### src/rtl/axi4_lite_slave_if.sv
// AXI4-Lite bus bundle (AW, W, B, AR, R channels) between a manager and a subordinate.
// The interface has no logic and adds no latency.
// Each channel uses VALID/READY handshakes: a transfer happens on an edge where both are high.
interface axi4_lite_slave_if #(
  parameter int ADDRESS    = 32,
  parameter int DATA_WIDTH = 32
);
  logic [ADDRESS-1:0]      S_AWADDR;
  logic                    S_AWVALID;
  logic                    S_AWREADY;
  logic [DATA_WIDTH-1:0]   S_WDATA;
  logic [DATA_WIDTH/8-1:0] S_WSTRB;
  logic                    S_WVALID;
  logic                    S_WREADY;
  logic [1:0]              S_BRESP;
  logic                    S_BVALID;
  logic                    S_BREADY;
  logic [ADDRESS-1:0]      S_ARADDR;
  logic                    S_ARVALID;
  logic                    S_ARREADY;
  logic [DATA_WIDTH-1:0]   S_RDATA;
  logic [1:0]              S_RRESP;
  logic                    S_RVALID;
  logic                    S_RREADY;

  modport slave (
    input  S_AWADDR, S_AWVALID, S_WDATA, S_WSTRB, S_WVALID, S_BREADY,
           S_ARADDR, S_ARVALID, S_RREADY,
    output S_AWREADY, S_WREADY, S_BRESP, S_BVALID,
           S_ARREADY, S_RDATA, S_RRESP, S_RVALID
  );

  modport master (
    output S_AWADDR, S_AWVALID, S_WDATA, S_WSTRB, S_WVALID, S_BREADY,
           S_ARADDR, S_ARVALID, S_RREADY,
    input  S_AWREADY, S_WREADY, S_BRESP, S_BVALID,
           S_ARREADY, S_RDATA, S_RRESP, S_RVALID
  );
endinterface

### src/rtl/axi4_lite_slave.sv
// AXI4-Lite subordinate with NUM_REGS byte-strobed registers, all exported in parallel.
// Write: B valid one cycle after the later of the AW/W handshakes. Read: R valid on the AR handshake edge.
// One write and one read outstanding; B/R are held until BREADY/RREADY, and the READYs stay low meanwhile.
module axi4_lite_slave #(
  parameter int ADDRESS    = 32,
  parameter int DATA_WIDTH = 32,
  parameter int NUM_REGS   = 8
) (
  input  logic                           ACLK,
  input  logic                           ARESETN,
  axi4_lite_slave_if.slave               s_axi,
  output logic [NUM_REGS*DATA_WIDTH-1:0] REG_Q,
  output logic [NUM_REGS-1:0]            WR_PULSE
);

  localparam int STRB_W = DATA_WIDTH / 8;
  localparam int LSB    = $clog2(STRB_W);
  localparam int IDX_W  = $clog2(NUM_REGS);
  localparam logic [ADDRESS-1:0] SPAN = ADDRESS'(NUM_REGS * STRB_W);
  localparam logic [1:0] RESP_OKAY   = 2'b00;
  localparam logic [1:0] RESP_SLVERR = 2'b10;

  logic [DATA_WIDTH-1:0] regs [NUM_REGS];

  logic                  aw_held;
  logic                  w_held;
  logic [ADDRESS-1:0]    aw_addr;
  logic [DATA_WIDTH-1:0] w_data;
  logic [STRB_W-1:0]     w_strb;

  logic aw_hs, w_hs, b_hs, ar_hs, r_hs, commit;
  logic wr_in_range, rd_in_range;
  logic [IDX_W-1:0] wr_idx, rd_idx;

  assign aw_hs  = s_axi.S_AWVALID && s_axi.S_AWREADY;
  assign w_hs   = s_axi.S_WVALID  && s_axi.S_WREADY;
  assign b_hs   = s_axi.S_BVALID  && s_axi.S_BREADY;
  assign ar_hs  = s_axi.S_ARVALID && s_axi.S_ARREADY;
  assign r_hs   = s_axi.S_RVALID  && s_axi.S_RREADY;
  // Commit once both halves of the write are latched and no response is pending.
  assign commit = aw_held && w_held && !s_axi.S_BVALID;

  // Low alignment bits are dropped; anything at or beyond the bank size is out of range.
  assign wr_idx      = aw_addr[LSB +: IDX_W];
  assign wr_in_range = (aw_addr < SPAN);
  assign rd_idx      = s_axi.S_ARADDR[LSB +: IDX_W];
  assign rd_in_range = (s_axi.S_ARADDR < SPAN);

  // Write channel capture, commit and response handshake.
  always_ff @(posedge ACLK or negedge ARESETN) begin
    if (!ARESETN) begin
      aw_held         <= 1'b0;
      w_held          <= 1'b0;
      aw_addr         <= '0;
      w_data          <= '0;
      w_strb          <= '0;
      s_axi.S_AWREADY <= 1'b0;
      s_axi.S_WREADY  <= 1'b0;
      s_axi.S_BVALID  <= 1'b0;
      s_axi.S_BRESP   <= RESP_OKAY;
      WR_PULSE        <= '0;
    end else begin
      WR_PULSE <= '0;

      // AW and W are captured independently; READY returns only when that side is empty
      // and the previous response has been taken.
      if (aw_hs) begin
        aw_addr         <= s_axi.S_AWADDR;
        aw_held         <= 1'b1;
        s_axi.S_AWREADY <= 1'b0;
      end else if ((!aw_held && !s_axi.S_BVALID) || b_hs) begin
        s_axi.S_AWREADY <= 1'b1;
      end

      if (w_hs) begin
        w_data         <= s_axi.S_WDATA;
        w_strb         <= s_axi.S_WSTRB;
        w_held         <= 1'b1;
        s_axi.S_WREADY <= 1'b0;
      end else if ((!w_held && !s_axi.S_BVALID) || b_hs) begin
        s_axi.S_WREADY <= 1'b1;
      end

      if (commit) begin
        aw_held        <= 1'b0;
        w_held         <= 1'b0;
        s_axi.S_BVALID <= 1'b1;
        s_axi.S_BRESP  <= wr_in_range ? RESP_OKAY : RESP_SLVERR;
        if (wr_in_range) WR_PULSE <= NUM_REGS'(1) << wr_idx;
      end else if (b_hs) begin
        s_axi.S_BVALID <= 1'b0;
      end
    end
  end

  // Register bank update: only strobed bytes of an in-range commit change.
  always_ff @(posedge ACLK or negedge ARESETN) begin
    if (!ARESETN) begin
      for (int i = 0; i < NUM_REGS; i++) regs[i] <= '0;
    end else if (commit && wr_in_range) begin
      for (int b = 0; b < STRB_W; b++) begin
        if (w_strb[b]) regs[wr_idx][b*8 +: 8] <= w_data[b*8 +: 8];
      end
    end
  end

  // Read path: sample on the AR edge (old value on a same-edge write), hold until RREADY.
  always_ff @(posedge ACLK or negedge ARESETN) begin
    if (!ARESETN) begin
      s_axi.S_ARREADY <= 1'b0;
      s_axi.S_RVALID  <= 1'b0;
      s_axi.S_RDATA   <= '0;
      s_axi.S_RRESP   <= RESP_OKAY;
    end else if (ar_hs) begin
      s_axi.S_ARREADY <= 1'b0;
      s_axi.S_RVALID  <= 1'b1;
      s_axi.S_RDATA   <= rd_in_range ? regs[rd_idx] : '0;
      s_axi.S_RRESP   <= rd_in_range ? RESP_OKAY : RESP_SLVERR;
    end else if (r_hs) begin
      s_axi.S_RVALID  <= 1'b0;
      s_axi.S_ARREADY <= 1'b1;
    end else if (!s_axi.S_RVALID) begin
      s_axi.S_ARREADY <= 1'b1;
    end
  end

  for (genvar g = 0; g < NUM_REGS; g++) begin : g_reg_q
    assign REG_Q[g*DATA_WIDTH +: DATA_WIDTH] = regs[g];
  end

endmodule

### src/flat_wrapper.sv
// flat-port wrapper written by rule: the top's interface ports become plain ports
module axi4_lite_slave_flat 
#(
  parameter int ADDRESS    = 32,
  parameter int DATA_WIDTH = 32,
  parameter int NUM_REGS   = 8
)
  (ACLK, ARESETN, REG_Q, WR_PULSE, s_axi_S_AWADDR, s_axi_S_AWVALID, s_axi_S_WDATA, s_axi_S_WSTRB, s_axi_S_WVALID, s_axi_S_BREADY, s_axi_S_ARADDR, s_axi_S_ARVALID, s_axi_S_RREADY, s_axi_S_AWREADY, s_axi_S_WREADY, s_axi_S_BRESP, s_axi_S_BVALID, s_axi_S_ARREADY, s_axi_S_RDATA, s_axi_S_RRESP, s_axi_S_RVALID);
  axi4_lite_slave_if #(.ADDRESS(ADDRESS), .DATA_WIDTH(DATA_WIDTH)) s_axi_i ();
  input  logic ACLK;
  input  logic ARESETN;
  output logic [NUM_REGS*DATA_WIDTH-1:0] REG_Q;
  output logic [NUM_REGS-1:0] WR_PULSE;
  input wire logic [$bits(s_axi_i.S_AWADDR)-1:0] s_axi_S_AWADDR;
  input wire logic [$bits(s_axi_i.S_AWVALID)-1:0] s_axi_S_AWVALID;
  input wire logic [$bits(s_axi_i.S_WDATA)-1:0] s_axi_S_WDATA;
  input wire logic [$bits(s_axi_i.S_WSTRB)-1:0] s_axi_S_WSTRB;
  input wire logic [$bits(s_axi_i.S_WVALID)-1:0] s_axi_S_WVALID;
  input wire logic [$bits(s_axi_i.S_BREADY)-1:0] s_axi_S_BREADY;
  input wire logic [$bits(s_axi_i.S_ARADDR)-1:0] s_axi_S_ARADDR;
  input wire logic [$bits(s_axi_i.S_ARVALID)-1:0] s_axi_S_ARVALID;
  input wire logic [$bits(s_axi_i.S_RREADY)-1:0] s_axi_S_RREADY;
  output wire logic [$bits(s_axi_i.S_AWREADY)-1:0] s_axi_S_AWREADY;
  output wire logic [$bits(s_axi_i.S_WREADY)-1:0] s_axi_S_WREADY;
  output wire logic [$bits(s_axi_i.S_BRESP)-1:0] s_axi_S_BRESP;
  output wire logic [$bits(s_axi_i.S_BVALID)-1:0] s_axi_S_BVALID;
  output wire logic [$bits(s_axi_i.S_ARREADY)-1:0] s_axi_S_ARREADY;
  output wire logic [$bits(s_axi_i.S_RDATA)-1:0] s_axi_S_RDATA;
  output wire logic [$bits(s_axi_i.S_RRESP)-1:0] s_axi_S_RRESP;
  output wire logic [$bits(s_axi_i.S_RVALID)-1:0] s_axi_S_RVALID;
  assign s_axi_i.S_AWADDR = s_axi_S_AWADDR;
  assign s_axi_i.S_AWVALID = s_axi_S_AWVALID;
  assign s_axi_i.S_WDATA = s_axi_S_WDATA;
  assign s_axi_i.S_WSTRB = s_axi_S_WSTRB;
  assign s_axi_i.S_WVALID = s_axi_S_WVALID;
  assign s_axi_i.S_BREADY = s_axi_S_BREADY;
  assign s_axi_i.S_ARADDR = s_axi_S_ARADDR;
  assign s_axi_i.S_ARVALID = s_axi_S_ARVALID;
  assign s_axi_i.S_RREADY = s_axi_S_RREADY;
  assign s_axi_S_AWREADY = s_axi_i.S_AWREADY;
  assign s_axi_S_WREADY = s_axi_i.S_WREADY;
  assign s_axi_S_BRESP = s_axi_i.S_BRESP;
  assign s_axi_S_BVALID = s_axi_i.S_BVALID;
  assign s_axi_S_ARREADY = s_axi_i.S_ARREADY;
  assign s_axi_S_RDATA = s_axi_i.S_RDATA;
  assign s_axi_S_RRESP = s_axi_i.S_RRESP;
  assign s_axi_S_RVALID = s_axi_i.S_RVALID;
  axi4_lite_slave #(.ADDRESS(ADDRESS), .DATA_WIDTH(DATA_WIDTH), .NUM_REGS(NUM_REGS)) u_core (.ACLK(ACLK), .ARESETN(ARESETN), .s_axi(s_axi_i), .REG_Q(REG_Q), .WR_PULSE(WR_PULSE));
endmodule
### config.mk
export PLATFORM = sky130hd
export DESIGN_NAME = axi4_lite_slave_flat
export DESIGN_NICKNAME = d
export VERILOG_FILES = /design/src/rtl/axi4_lite_slave_if.sv /design/src/rtl/axi4_lite_slave.sv /design/src/flat_wrapper.sv
export SDC_FILE = /design/constraint.sdc
export NUM_CORES = 1
export LEC_CHECK = 0
export CORE_MARGIN = 4
export CORE_UTILIZATION = 45
export DETAILED_ROUTE_END_ITERATION = 10
export DONT_BUFFER_PORTS = 1
export GPL_ROUTABILITY_DRIVEN = 1
export GPL_TIMING_DRIVEN = 1
export PLACE_DENSITY_LB_ADDON = 0.25
export SLEW_MARGIN = 20
export SYNTH_ARGS = -nofsm -noshare
export SYNTH_HDL_FRONTEND = slang
export SYNTH_SLANG_ARGS = --single-unit
### constraint.sdc
create_clock -name ACLK -period 2.6 [get_ports ACLK]
set_clock_uncertainty 0.1 [all_clocks]
set_input_delay 0.52 -clock ACLK [delete_from_list [all_inputs] [get_ports ACLK]]
set_output_delay 0.52 -clock ACLK [all_outputs]
set_load 0.02 [all_outputs]
==> flow_metrics.env <==
export IMPL_cts_setup_buffers=0
export IMPL_io_pins=412
export IMPL_synth_edff_count=0
export IMPL_startpoint="u_core.aw_addr[20]$_DFFE_PN0P_"
export IMPL_violations="negative hold slack"
export IMPL_synth_commonest_cells="dfrtp_1, mux2_2, mux4_2"
export IMPL_synth_ff_type="dfrtp_1"
export IMPL_grt_pass1_wl_um=66280
export IMPL_fmax_ghz=0.4088
export IMPL_synth_compound_area_frac=0.01424
export IMPL_h_tree_depth=2
export IMPL_grt_pass1_vias=10170
export IMPL_synth_area_um2=16170
export IMPL_grt_start_max_net_pins=372
export IMPL_rr_startpoint="u_core.aw_addr[20]$_DFFE_PN0P_"
export IMPL_ant_nets=0
export IMPL_wl_um=44410
export IMPL_pwr_share_comb=0.120
export IMPL_finalCriticalPeriod_ns=2.446
export IMPL_max_cap_violations=0
export IMPL_die_area_um2=39030
export IMPL_swShare=0.2794
export IMPL_synth_simple_gate_area_frac=0.06330
export IMPL_die_y_um=197.6
export IMPL_p_int_mw=10.24
export IMPL_wl_per_cell_um=28.02
export IMPL_cts_root_buf="clkbuf_16"
export IMPL_die_w_um=197.6
export IMPL_clock_latency_ns=0.54
export IMPL_seq_area_frac_synth=0.5742
export IMPL_critPathMaxFanout=33
export IMPL_holdBufCountCts=54
export IMPL_synth_top_area_cell="dfrtp_1"
export IMPL_via_per_inst=5.889
export IMPL_fin_tns_setup_ns=0
export IMPL_clk_pin_slew_ns=0.06
export IMPL_cp_start_kind="flop"
export IMPL_cp_arrival_ns=2.76
export IMPL_grt_ovfl_total=0
export IMPL_yosys_area_top_type_share=0.5742
export IMPL_rows=69
export IMPL_gp_congestion=0.7890
export IMPL_p_leak_nw=8.840
export IMPL_cts_sinks=371
export IMPL_crit_type="flop to flop"
export IMPL_core_area_um2=35480
export IMPL_drv_slew=0
export IMPL_tightest_slew_ns=1.168
export IMPL_track_usage=0.2244
export IMPL_firstDrtPassIters=6
export IMPL_finalSetupViolCount=0
export IMPL_cts_tree="built"
export IMPL_vias=9334
export IMPL_numPortBuffers=0
export IMPL_post_route_drc_count=0
export IMPL_switchingPower_mw=3.969
export IMPL_place_inst=1464
export IMPL_pwr_share_seq=0.505
export IMPL_ys_seq_elements=371
export IMPL_timing_hold_ws_ns=-0.4119
export IMPL_ys_async_sr_fraction=1.000
export IMPL_critPathRequiredTime_ns=2.91
export IMPL_synth_cell_types=26
export IMPL_hpwl_um=29440
export IMPL_power_mw=14.21
export IMPL_drive_gt1_frac=0.4742
export IMPL_yosysMostFrequentCell="dfrtp_1"
export IMPL_status="finished with violations"
export IMPL_powerDensity_nw_per_um2=753.6
export IMPL_cts_buffers=40
export IMPL_crit_path_end_kind="flop"
export IMPL_drtIter0Drc=383
export IMPL_relSlewSlack=0.2214
export IMPL_synthCells=992
export IMPL_avgSynthCellArea_um2=16.30
export IMPL_synth_xor_area_frac=0
export IMPL_synth_top_family_by_area="multiplexers"
export IMPL_muxShareOfSynthArea=0.3332
export IMPL_hold_violations=371
export IMPL_final_util=0.5313
export IMPL_clockBufferDepth=3
export IMPL_yosys_warnings=0
export IMPL_final_area_um2=18850
export IMPL_area_growth_pct=16.58
export IMPL_hp_class="input port to asynchronous set/reset pin"
export IMPL_ir_drop_mv=0.7432
export IMPL_post_route_period_util=0.9409
export IMPL_synthAdderAreaFrac=0
export IMPL_finalNonFillerCells=1585
export IMPL_initial_utilization=0.4557
export IMPL_placedInstanceArea_um2=17090
export IMPL_rsz0062_at_grt="false"
export IMPL_antenna_cells=0
export IMPL_antenna_found_initial=3
export IMPL_netlist_top_cells_area="dfrtp_1, mux2_2, mux4_2, nor4_4, mux2i_1"
export IMPL_p_clk_frac=0.376
export IMPL_nets=1206
## placed cells by master, fill, tap and decap left out
cell / instances
and3b_1: 1
nor4_4: 29
clkbuf_1: 11
nand2b_1: 3
clkinv_2: 5
clkinvlp_4: 1
inv_1: 4
or4_1: 1
clkbuf_8: 9
nand4_1: 3
nand2_1: 45
mux2_2: 322
clkbuf_16: 41
dfrtp_1: 371
nor4_2: 3
dlygate4sd3_1: 54
or2_2: 2
o21a_1: 4
a21oi_1: 1
buf_4: 42
a21o_1: 1
nor3_1: 10
nand2_2: 2
a21boi_0: 1
mux4_2: 64
nor4_1: 11
mux2i_1: 32
or4_2: 1
buf_12: 12
o21ai_0: 36
conb_1: 2
## critical path, cell delays in order, from the launching register on
cell     delay, ns
dfrtp_1       0.38
nor4_1        0.34
nand4_1       0.24
buf_12        0.28
nor4_2        0.37
buf_4         0.22
mux2_2        0.34
## stage by stage
stage	worst slack (ns)	hold slack (ns)
floorplan	0.1975	0.1244
global placement	0.2019	0.1326
detailed placement	0.1620	0.1332
CTS	0.1457	-0.4533
global route	0.05493	-0.4482
finish	0.1537	-0.4119
## sequential cells by signal, summed over array words and instances, names as in the netlist
register,flops
u_core.s_axi.S_RDATA,32
u_core.s_axi.S_BVALID,1
u_core.s_axi.S_RRESP,1
u_core.s_axi.S_WREADY,1
u_core.WR_PULSE,8
u_core.aw_addr,30
u_core.aw_held,1
u_core.w_data,32
u_core.w_held,1
u_core.s_axi.S_BRESP,1
u_core.w_strb,4
u_core.REG_Q,256
u_core.s_axi.S_RVALID,1
u_core.s_axi.S_AWREADY,1
u_core.s_axi.S_ARREADY,1
## what timing repair did
item	CTS	global route
resized for setup	0	0
hold endpoints to repair	425	371
setup endpoints to repair	0	0
## routing by layer
| layer | part of all wire | track usage | routed length (µm) | vias up |
|---|---|---|---|---|
| li1 | - | - | - | 3962 |
| met1 | 0.38 | 0.2699 | 16730 | 4937 |
| met2 | 0.50 | 0.3771 | 22100 | 361 |
| met3 | 0.10 | 0.08682 | 4491 | 70 |
| met4 | 0.024 | 0.06758 | 1061 | 4 |
| met5 | 0.00047 | 0 | 21 | - |
## kinds of logic (layout without fill, tap and decap cells)
logic type             Yosys count  after routing
and+or+nand+nor                111            111
other                            1              2
buffers and inverters           48            179
muxes                          418            418
DFF                            371            371
AOI/OAI and AO/OA               43             43
## power groups by stage
stage	sequential (mW)	clock [mW]	combinational (mW)
finish	7.17	5.34	1.70
global route	7.28	5.71	1.83
CTS	7.15	5.49	1.73
detailed placement	7.25	0	1.66
global placement	7.23	0	1.62
floorplan	6.94	0	1.31
## path summary, 6_finish.rpt
path	depth (start not counted)	slack [ns]	to
setup / recovery	6	0.15	u_core.REG_Q[235]$_DFFE_PN0P_
hold / removal	0	-0.41	u_core.REG_Q[236]$_DFFE_PN0P_
setup reg to reg	6	0.15	u_core.REG_Q[235]$_DFFE_PN0P_
hold reg to reg	1	0.41	u_core.aw_addr[24]$_DFFE_PN0P_
max in group asynchronous	0	1.86	u_core.s_axi.S_RDATA[22]$_DFFE_PN0P_
min in group ACLK	1	0.03	u_core.w_data[11]$_DFFE_PN0P_
## area by class of cell
type	count	area [µm²]
sequential	371	9284
timing repair buffer	108	1096
inverter	4	15.01
multi-input combinational	574	6655
clock buffer	61	1191
tap	461	576.8
clock inverter	6	32.53
fill	2886	16630
Power figures use the tool's default switching activity.
